### src/rtl/if_fetch_unit.sv
`default_nettype none
// +----------------------------------------------------------------------------+
// | if_fetch_unit : instruction fetch with prefetch FIFO and IF/ID register    |
// | Optional bubble counter when IF_PERF_CNT_EN is defined.                    |
// | Revision: 1.0                                                              |
// +----------------------------------------------------------------------------+
module if_fetch_unit #(
  parameter int                ADDR_W   = 16,
  parameter int                INST_W   = 16,
  parameter int                DEPTH    = 2,
  parameter logic [ADDR_W-1:0] RESET_PC = '0
) (
  input  logic              clk,
  input  logic              rst,
  input  logic              stall_i,
  input  logic              flush_i,
  input  logic [ADDR_W-1:0] redirect_pc_i,
  output logic              imem_req_o,
  output logic [ADDR_W-1:0] imem_addr_o,
  input  logic              imem_ack_i,
  input  logic [INST_W-1:0] imem_rdata_i,
  output logic [ADDR_W-1:0] if_pc,
  output logic [INST_W-1:0] if_inst,
`ifdef IF_PERF_CNT_EN
  output logic [31:0]       if_bubble_cnt,
`endif
  output logic              if_valid
);

  localparam int                 c_PTR_W = $clog2(DEPTH);
  localparam int                 c_CNT_W = c_PTR_W + 1;
  localparam logic [c_CNT_W-1:0] c_DEPTH = c_CNT_W'(DEPTH);

  typedef enum logic [0:0] {
    ST_FETCH   = 1'b0,
    ST_DISCARD = 1'b1
  } state_t;

  state_t              r_state;
  state_t              w_state_nxt;
  logic                r_run;
  logic [ADDR_W-1:0]   r_fetch_pc;
  logic [ADDR_W-1:0]   r_stale_addr;
  logic [ADDR_W-1:0]   r_fifo_pc   [DEPTH];
  logic [INST_W-1:0]   r_fifo_inst [DEPTH];
  logic [c_PTR_W-1:0]  r_wr_ptr;
  logic [c_PTR_W-1:0]  r_rd_ptr;
  logic [c_CNT_W-1:0]  r_count;
  logic [ADDR_W-1:0]   r_if_pc;
  logic [INST_W-1:0]   r_if_inst;
  logic                r_if_valid;

  logic w_req;
  logic w_ack;
  logic w_fifo_empty;
  logic w_fetch_ack;
  logic w_pop;
  logic w_bypass;
  logic w_push;

  // Request and address come from registers only; r_run keeps req low in the reset cycle.
  assign w_req        = r_run & ((r_state == ST_DISCARD) | (r_count != c_DEPTH));
  assign imem_req_o   = w_req;
  assign imem_addr_o  = (r_state == ST_DISCARD) ? r_stale_addr : r_fetch_pc;
  assign w_ack        = w_req & imem_ack_i;
  assign w_fifo_empty = (r_count == '0);
  assign w_fetch_ack  = w_ack & (r_state == ST_FETCH) & ~flush_i;
  assign w_pop        = ~flush_i & ~stall_i & ~w_fifo_empty;
  assign w_bypass     = ~flush_i & ~stall_i & w_fifo_empty & w_fetch_ack;
  assign w_push       = w_fetch_ack & ~w_bypass;

  assign if_pc    = r_if_pc;
  assign if_inst  = r_if_inst;
  assign if_valid = r_if_valid;

  always_comb begin
    w_state_nxt = r_state;
    case (r_state)
      ST_FETCH:   if (flush_i && w_req && !imem_ack_i) w_state_nxt = ST_DISCARD;
      ST_DISCARD: if (imem_ack_i) w_state_nxt = ST_FETCH;
      default:    w_state_nxt = ST_FETCH;
    endcase
  end

  always_ff @(posedge clk or negedge rst) begin
    if (!rst) begin
      r_state <= ST_FETCH;
    end else begin
      r_state <= w_state_nxt;
    end
  end

  always_ff @(posedge clk or negedge rst) begin
    if (!rst) begin
      r_run        <= 1'b0;
      r_fetch_pc   <= RESET_PC;
      r_stale_addr <= '0;
      r_wr_ptr     <= '0;
      r_rd_ptr     <= '0;
      r_count      <= '0;
      r_if_pc      <= '0;
      r_if_inst    <= '0;
      r_if_valid   <= 1'b0;
    end else begin
      r_run <= 1'b1;

      if (flush_i) begin
        r_fetch_pc <= redirect_pc_i;
        // Only a fresh in-flight request captures the stale address; DISCARD keeps its own.
        if (r_state == ST_FETCH && w_req && !imem_ack_i)
          r_stale_addr <= r_fetch_pc;
      end else if (w_fetch_ack) begin
        r_fetch_pc <= r_fetch_pc + ADDR_W'(1);
      end

      if (flush_i) begin
        r_wr_ptr <= '0;
        r_rd_ptr <= '0;
        r_count  <= '0;
      end else begin
        if (w_push) r_wr_ptr <= r_wr_ptr + c_PTR_W'(1);
        if (w_pop)  r_rd_ptr <= r_rd_ptr + c_PTR_W'(1);
        case ({w_push, w_pop})
          2'b10:   r_count <= r_count + c_CNT_W'(1);
          2'b01:   r_count <= r_count - c_CNT_W'(1);
          default: r_count <= r_count;
        endcase
      end

      if (flush_i) begin
        r_if_inst  <= '0;
        r_if_valid <= 1'b0;
      end else if (!stall_i) begin
        if (!w_fifo_empty) begin
          r_if_pc    <= r_fifo_pc[r_rd_ptr];
          r_if_inst  <= r_fifo_inst[r_rd_ptr];
          r_if_valid <= 1'b1;
        end else if (w_bypass) begin
          r_if_pc    <= imem_addr_o;
          r_if_inst  <= imem_rdata_i;
          r_if_valid <= 1'b1;
        end else begin
          r_if_inst  <= '0;
          r_if_valid <= 1'b0;
        end
      end
    end
  end

  always_ff @(posedge clk) begin
    if (w_push) begin
      r_fifo_pc[r_wr_ptr]   <= imem_addr_o;
      r_fifo_inst[r_wr_ptr] <= imem_rdata_i;
    end
  end

`ifdef IF_PERF_CNT_EN
  logic        w_bubble;
  logic [31:0] r_bubble_cnt;

  assign w_bubble      = ~stall_i & ~flush_i & w_fifo_empty & ~w_bypass;
  assign if_bubble_cnt = r_bubble_cnt;

  always_ff @(posedge clk or negedge rst) begin
    if (!rst) begin
      r_bubble_cnt <= '0;
    end else if (w_bubble && (r_bubble_cnt != 32'hFFFF_FFFF)) begin
      r_bubble_cnt <= r_bubble_cnt + 32'd1;
    end
  end
`else
  // Bubble counter not built.
`endif

endmodule
`default_nettype wire
### config.mk
export PLATFORM = sky130hd
export DESIGN_NAME = if_fetch_unit
export DESIGN_NICKNAME = d
export VERILOG_FILES = /design/src/rtl/if_fetch_unit.sv
export SDC_FILE = /design/constraint.sdc
export NUM_CORES = 1
export LEC_CHECK = 0
export ABC_AREA = 0
export CAP_MARGIN = 20
export CORE_MARGIN = 1
export CORE_UTILIZATION = 45
export CTS_CLUSTER_DIAMETER = 40
export DETAILED_ROUTE_END_ITERATION = 10
export GPL_TIMING_DRIVEN = 0
export PLACE_DENSITY_LB_ADDON = 0.2
export SLEW_MARGIN = 20
export SYNTH_ARGS = -nofsm -noshare
export SYNTH_HDL_FRONTEND = slang
export SYNTH_SLANG_ARGS = --single-unit
### constraint.sdc
create_clock -name clk -period 5.6 [get_ports clk]
set_clock_uncertainty 0.1 [all_clocks]
set_input_delay 0.56 -clock clk [delete_from_list [all_inputs] [get_ports clk]]
set_output_delay 0.56 -clock clk [all_outputs]
set_load 0.03 [all_outputs]
==> results of run 1 <==
==> worst register-to-register path, delay by kind of cell (launching register included) <==
family	cells	cell delay [ps]
AO/OA/AOI/OAI	1	430
buffers and inverters	3	610
flip-flops	1	400
AND/OR/NAND/NOR	2	660
==> cells in the final DEF (no fill, tap or decap), types with 18 or more instances in the layout <==
cell type / netlist / final
nor2_1: 45 / 45
nand2_1: 32 / 32
mux2_2: 29 / 29
dfrtp_1: 71 / 71
clkdlybuf4s50_1: 0 / 83
mux2i_1: 33 / 33
a21oi_1: 18 / 18
o21ai_0: 33 / 33
edfxtp_1: 64 / 64
==> per-layer routing <==
metal / share of wire, % / global-route usage, % / vias to the layer above
li1: - / - / 1851
met1: 44 / 25.3 / 1919
met2: 48 / 33.5 / 135
met3: 6.4 / 6.22 / 16
met4: 1.5 / 7.97 / 0
met5: 0 / 0 / -
==> area by class of cell <==
cell class	instances	area, um2	area share, %
Sequential cell	135	3700	49.5
Tap cell	168	210	2.81
Inverter	5	18.8	0.251
Timing Repair Buffer	91	930	12.4
Multi-Input combinational cell	275	1890	25.3
Clock buffer	20	447	5.97
Buffer	26	131	1.76
Clock inverter	12	153	2.04
==> power by group <==
group,leakage [uW],internal (uW),switching (uW)
clock network,0.000282,709,404
registers,0.00147,1140,58.2
logic,0.00111,218,286
total,0.00286,2070,749
==> state kept, by name, summed over array words and instances (netlist names) <==
name and count:
if_pc 16, r_fetch_pc 16, r_run 1, if_inst 16, r_fifo_inst 32, r_stale_addr 16
r_fifo_pc 32, if_valid 1, r_count 2, r_rd_ptr 1, r_state 1, r_wr_ptr 1
==> synth_stat cells, types with 2 or more instances <==
cell type / number / area, um2
or3_1: 6 / 37.5
nor3_1: 2 / 10.0
mux2_2: 29 / 327
nor3b_1: 2 / 15.0
and4_1: 2 / 17.5
nand2b_1: 2 / 12.5
inv_1: 5 / 18.8
dfrtp_1: 71 / 1780
nor2_1: 45 / 169
a211oi_1: 3 / 22.5
buf_1: 2 / 7.51
o31a_1: 2 / 17.5
a22oi_1: 2 / 15.0
a31oi_1: 5 / 31.3
buf_6: 2 / 22.5
nand4_2: 2 / 25.0
xnor2_1: 5 / 43.8
nand4_1: 4 / 25.0
nand2_1: 32 / 120
a21oi_1: 18 / 90.1
buf_2: 12 / 60.1
clkbuf_1: 9 / 33.8
nand3_1: 6 / 30.0
xor2_1: 3 / 26.3
o21ai_0: 33 / 165
or4_1: 2 / 15.0
a221o_1: 17 / 170
mux2i_1: 33 / 330
edfxtp_1: 64 / 1920
nor4_1: 2 / 12.5
and3_1: 4 / 25.0
==> through the flow <==
step / worst slack [ps] / cell area [um2]
after global routing: 2300 / 7480
after CTS: 2360 / 7480
after global placement: -513 / 6780
after detailed placement: 2480 / 6870
after floorplan: 1510 / 5730
final: 2380 / 7480
==> timing repair <==
item / CTS / global route
gates resized for setup: 0 / 0
endpoints found under the setup margin: 0 / 0
hold endpoints to repair: 18 / 0
hold buffers: 1 / 0
==> cell families (layout without fill, tap and decap cells) <==
| logic type | Yosys count | in the layout |
|---|---|---|
| compound gates | 84 | 84 |
| xor+xnor | 8 | 8 |
| fa+ha+maj | 1 | 1 |
| buf+inv | 31 | 154 |
| flops | 135 | 135 |
| mux | 63 | 63 |
| other cells | 1 | 1 |
| simple gates | 118 | 118 |
==> worst paths after layout <==
path	cells past startpoint	from	end	slack (ps)
max	4	r_state$_DFF_PN0_	imem_addr_o[14]	2380
min	2	if_pc[5]$_DFFE_PN0P_	if_pc[5]$_DFFE_PN0P_	370
max reg2reg	6	r_state$_DFF_PN0_	r_fifo_inst[0][9]$_DFFE_PP_	3090
min reg2reg	2	if_pc[5]$_DFFE_PN0P_	if_pc[5]$_DFFE_PN0P_	370
max in group asynchronous	3	rst	if_pc[6]$_DFFE_PN0P_	4370
min in group asynchronous	2	rst	if_inst[1]$_DFFE_PN0P_	470
==> impl_results.md, run 1 <==
- Status: finished clean
- #FFs+latches synth: roughly 140
- Slew Viols, Final: 0
- Reg clk slew, reported paths: ~50 ps
- Yosys cell types: 46
- Filler cells: 997
- Setup violators final: 0
- Antenna cells: 0
- Asr flop ratio synth: a little over half
- Power density cells: approximately 380 mW/mm2
- CP Capture Type: primary output
- Total GRT Usage: around 20%
- IO Pins: 87
- Fin crit share: roughly 58%
- Max FO, Critical Path: 10
- Final Non-Filler Cells: around 730
- Max Buffers Root-to-Sink: 2
- DP HPWL: 8.65 mm
- Post-synthesis compound-gate area fraction: 9.56%
- Post-route minimum period: approximately 3200 ps
- CP max-delay cell: clkdlybuf4s50_1
- Leakage: 0.00286 uW
- TritonCTS Sinks: roughly 140
- Crit-path max cell delay: between 700 and 800 ps
- Via-to-Cell Ratio: 5.36
- EDFF count, synth: 64
- Adder-cell share of the synthesized area: less than 1%
- Initial antenna violation count: 0
- Peak VDD IR: 0.186 mV
- Worst path buffer plus inverter count: 3
- Worst-Margin Slew: 765 ps
- Vias in the first global route: a little under 4000
- Top cell by count, worst path: buf_2
- Max_cap viols: 0
- Total setup buffers inserted after CTS: 0
- Worst slew margin: between 40% and 50%
- Most used DFF post-synth: dfrtp_1
- Layout cells sized above 1: between 10% and 20%
- Warning count from the yosys run: 0
- Top delay family on crit path: buffers and inverters
- RSZ-0062 raised after global routing: no
- Mapped cell area: 0.00573 mm2
- Hold Fails Final Rpt: 0
- XOR/XNOR share of the synthesized area: about 1.2%
- Startpoint Class: register
- Root Driver: clkbuf_16
- Die Y: 115 um
- Total power: 2820 uW
- Drt pass-1 iters: 4
- DR vias: approximately 3900
- Finished Core Util: 61.2%
- Largest net degree at the start of global routing: 54
- Iteration-0 DRC Markers: between 200 and 300
- Syn_area_per_cell: approximately 13 um2
- Simple-gate area share of the yosys netlist: around 10%
- Largest family of logic cells by synthesized area: multiplexers
- Worst skew pair latency: about 410 ps
- Routed length per placed instance: 17.0 um
- Full die area: ~0.013 mm2
- Kind of critical path: register to primary output
- First-pass GRT wire length: 20.0 mm
- GR Overflow Total: 0
- Synthesized Nets: about 480
- TritonCTS clock tree: built
- Port bufs: 84
- H-tree depth: 4
- Core ar.: around 0.012 mm2
- Synth Instances: between 400 and 500
- DRC Markers: 0
- F_max: 310 MHz
- Final TNS setup: 0 ps
- Register area share after synthesis: 64.5%
- Area Growth Syn to Fin: 30.5%
- Critical path, cell by cell: buf_2 -> buf_2 -> o21ai_0 -> clkdlybuf4s50_1
- CTS Buf Count: 17
- GPL Wtd Cong: ~0.77
- CP arrival: about 2600 ps
- Routed wire length: roughly 12 mm
- Starting Density: 46.9%
- Hold slack final: around 370 ps
- Mux cell area share after synthesis: 11.7%
- WP data required: roughly 4900 ps
- Row count: 40
- Layout Nets: roughly 590
- Antenna viol nets, final: 0
- Die W: roughly 110 um
- Placed Cells: approximately 700
- Worst Hold Class: register to register
Note: power is estimated with default switching activity, not from simulation.
==> run 2, diff against run 1 <==
Clock period 5.6 ns to 2.75 ns, I/O delays scaled along.
==> impl_results.md, run 2 (synthesis gave the netlist of run 1 again) <==
- Leakage: 0.00289 uW (+0.96%)
- Dpl cell area: 0.00687 mm2 (about the same)
- Hold Fails Final Rpt: 0 (unchanged)
- Die W: 115 um (unchanged)
- CP arrival: 2130 ps (-430 ps)
- TritonCTS Sinks: 135 (unchanged)
- Root Driver: clkbuf_16
- Commonest cells after routing, fill and taps aside: clkdlybuf4s50_1 (75), dfrtp_1 (71), edfxtp_1 (64)
- GPL Wtd Cong: 0.780 (+0.71%)
- Commonest non-fill, non-tap cell in the layout: clkdlybuf4s50_1
- GR Overflow Total: 0 (unchanged)
- Core ar.: 0.0122 mm2 (unchanged)
- Placed Cells: 697 (-0.29%)
- Hold slack final: 108 ps (-266 ps)
- Max Buffers Root-to-Sink: 2 (unchanged)
- DRC Markers: 0 (unchanged)
- Kind of critical path: register to primary output
- Die Y: 115 um (unchanged)
- Starting Density: 46.9% (unchanged)
- Power density cells: 766 mW/mm2 (+100%)
- Worst skew pair latency: 410 ps (about the same)
- Antenna cells: 0 (unchanged)
- H-tree depth: 4 (unchanged)
- Routed wire length: 12.4 mm (-0.38%)
- Vias in the first global route: 3921 (+0.36%)
- Initial antenna violation count: 0 (unchanged)
- Layout cells sized above 1: 15.8% (-0.15 points)
- CTS Buf Count: 17 (unchanged)
- Full die area: 0.0132 mm2 (unchanged)
- Status: finished clean
- Top Registers: r_fifo_inst: 32 flops, r_fifo_pc: 32 flops
- CP Capture Type: primary output
- Reg clk slew, reported paths: 60 ps (about the same)
- Startpoint Class: register
- Peak VDD IR: 0.497 mV (+170%)
- Layout Nets: 589 (unchanged)
- Drt pass-1 iters: 4 (unchanged)
- IO Pins: 87 (unchanged)
- Area Growth Syn to Fin: 30.7%
- Total GRT Usage: 20.1% (-0.32 points)
- RSZ-0062 raised after global routing: no
- TritonCTS clock tree: built
- Post-route minimum period: between 2000 and 3000 ps
- Antenna viol nets, final: 0 (unchanged)
- Final Cell Area: 0.00749 mm2 (+0.18%)
- Port bufs: 84 (unchanged)
- DP HPWL: 8.62 mm (-0.33%)
- Max FO, Critical Path: 10 (unchanged)
- Total power: 5740 uW (+100%)
- Largest net degree at the start of global routing: 54 (unchanged)
- Final Non-Filler Cells: 731 (-0.14%)
- Row count: 40 (unchanged)
- DR vias: 3903 (-0.46%)
- Worst-Margin Slew: 794 ps (+28.5 ps)
- Slew Viols, Final: 0 (unchanged)
- Setup violators final: 0 (unchanged)
- WP data required: 2380 ps (-2560 ps)
- Worst slew margin: 47.1% (-1.9 points)
- Worst Hold Class: primary input to register
- Fin crit share: around 91%
- Max_cap viols: 0 (unchanged)
- Iteration-0 DRC Markers: 208 (-17%)
- Finished Core Util: 61.3% (+0.11 points)
- Via-to-Cell Ratio: 5.34 (-0.32%)
- First-pass GRT wire length: 19.9 mm (-0.48%)
- F_max: 398 MHz
- Routed length per placed instance: 17.0 um (-0.24%)
==> run 2: cell count changes in the layout (fill, tap and decap cells not counted), sizes merged <==
cell / delta
dlymetal6s2s: +2
inv: +1
clkdlybuf4s50: -8
clkbuf: -1
clkinvlp: -1
dlygate4sd2: +6
==> run 2: per-layer routing <==
metal  vias to the layer above  track usage, %  part of all wire (%)
met3                        17            4.80                   4.8
li1                       1851               -                     -
met2                       116            33.0                    49
met5                         -               0                     0
met4                         0            7.45                   1.3
met1                      1919            25.9                    45
==> run 2: repair_timing <==
| action | in CTS | in global routing |
|---|---|---|
| buffers inserted | 0 | 2 |
| gates resized for setup | 9 | 2 |
| hold buffers | 1 | 0 |
| hold endpoints to repair | 71 | 0 |
| endpoints found under the setup margin | 8 | 15 |
==> run 2: where the power goes <==
part           internal [uW]  switching (uW)
combinational            436             584
sequential              2330             121
clock                   1440             829
==> run 2: final timing paths <==
kind | slack, ps | to | depth (start not counted) | startpoint
hold reg to reg | 380 | if_valid$_DFFE_PN0P_ | 2 | if_valid$_DFFE_PN0P_
hold / removal | 110 | r_count[1]$_DFFE_PN0P_ | 3 | stall_i
min in group asynchronous | 180 | if_inst[3]$_DFFE_PN0P_ | 2 | rst
setup / recovery | 240 | imem_addr_o[3] | 3 | r_state$_DFF_PN0_
max in group asynchronous | 1810 | r_stale_addr[10]$_DFFE_PN0P_ | 3 | rst
setup reg to reg | 450 | r_fifo_inst[0][0]$_DFFE_PP_ | 5 | r_state$_DFF_PN0_
==> run 2: critical path: stages, from the launching register on <==
cell	delay, ps
dfrtp_1	390
buf_2	280
mux2_2	440
clkdlybuf4s50_1	610
==> run 2: stage by stage <==
step / setup slack, ps / TNS [ps]
6_report: 241 / 0
5_1_grt: 167 / 0
4_1_cts: 46.2 / 0
3_5_place_dp: -217 / -3190
3_3_place_gp: -1340 / -134840
2_1_floorplan: 292 / 0
==> run 2: area by class of cell <==
cell class,instances,area [um2]
clock buffers,19,443
well taps,168,210
flip-flops and latches,135,3700
multi-input cells,275,1900
plain buffers,26,134
clock inverters,12,153
repair buffers,91,938
inverters,5,18.8
fillers,1016,4720
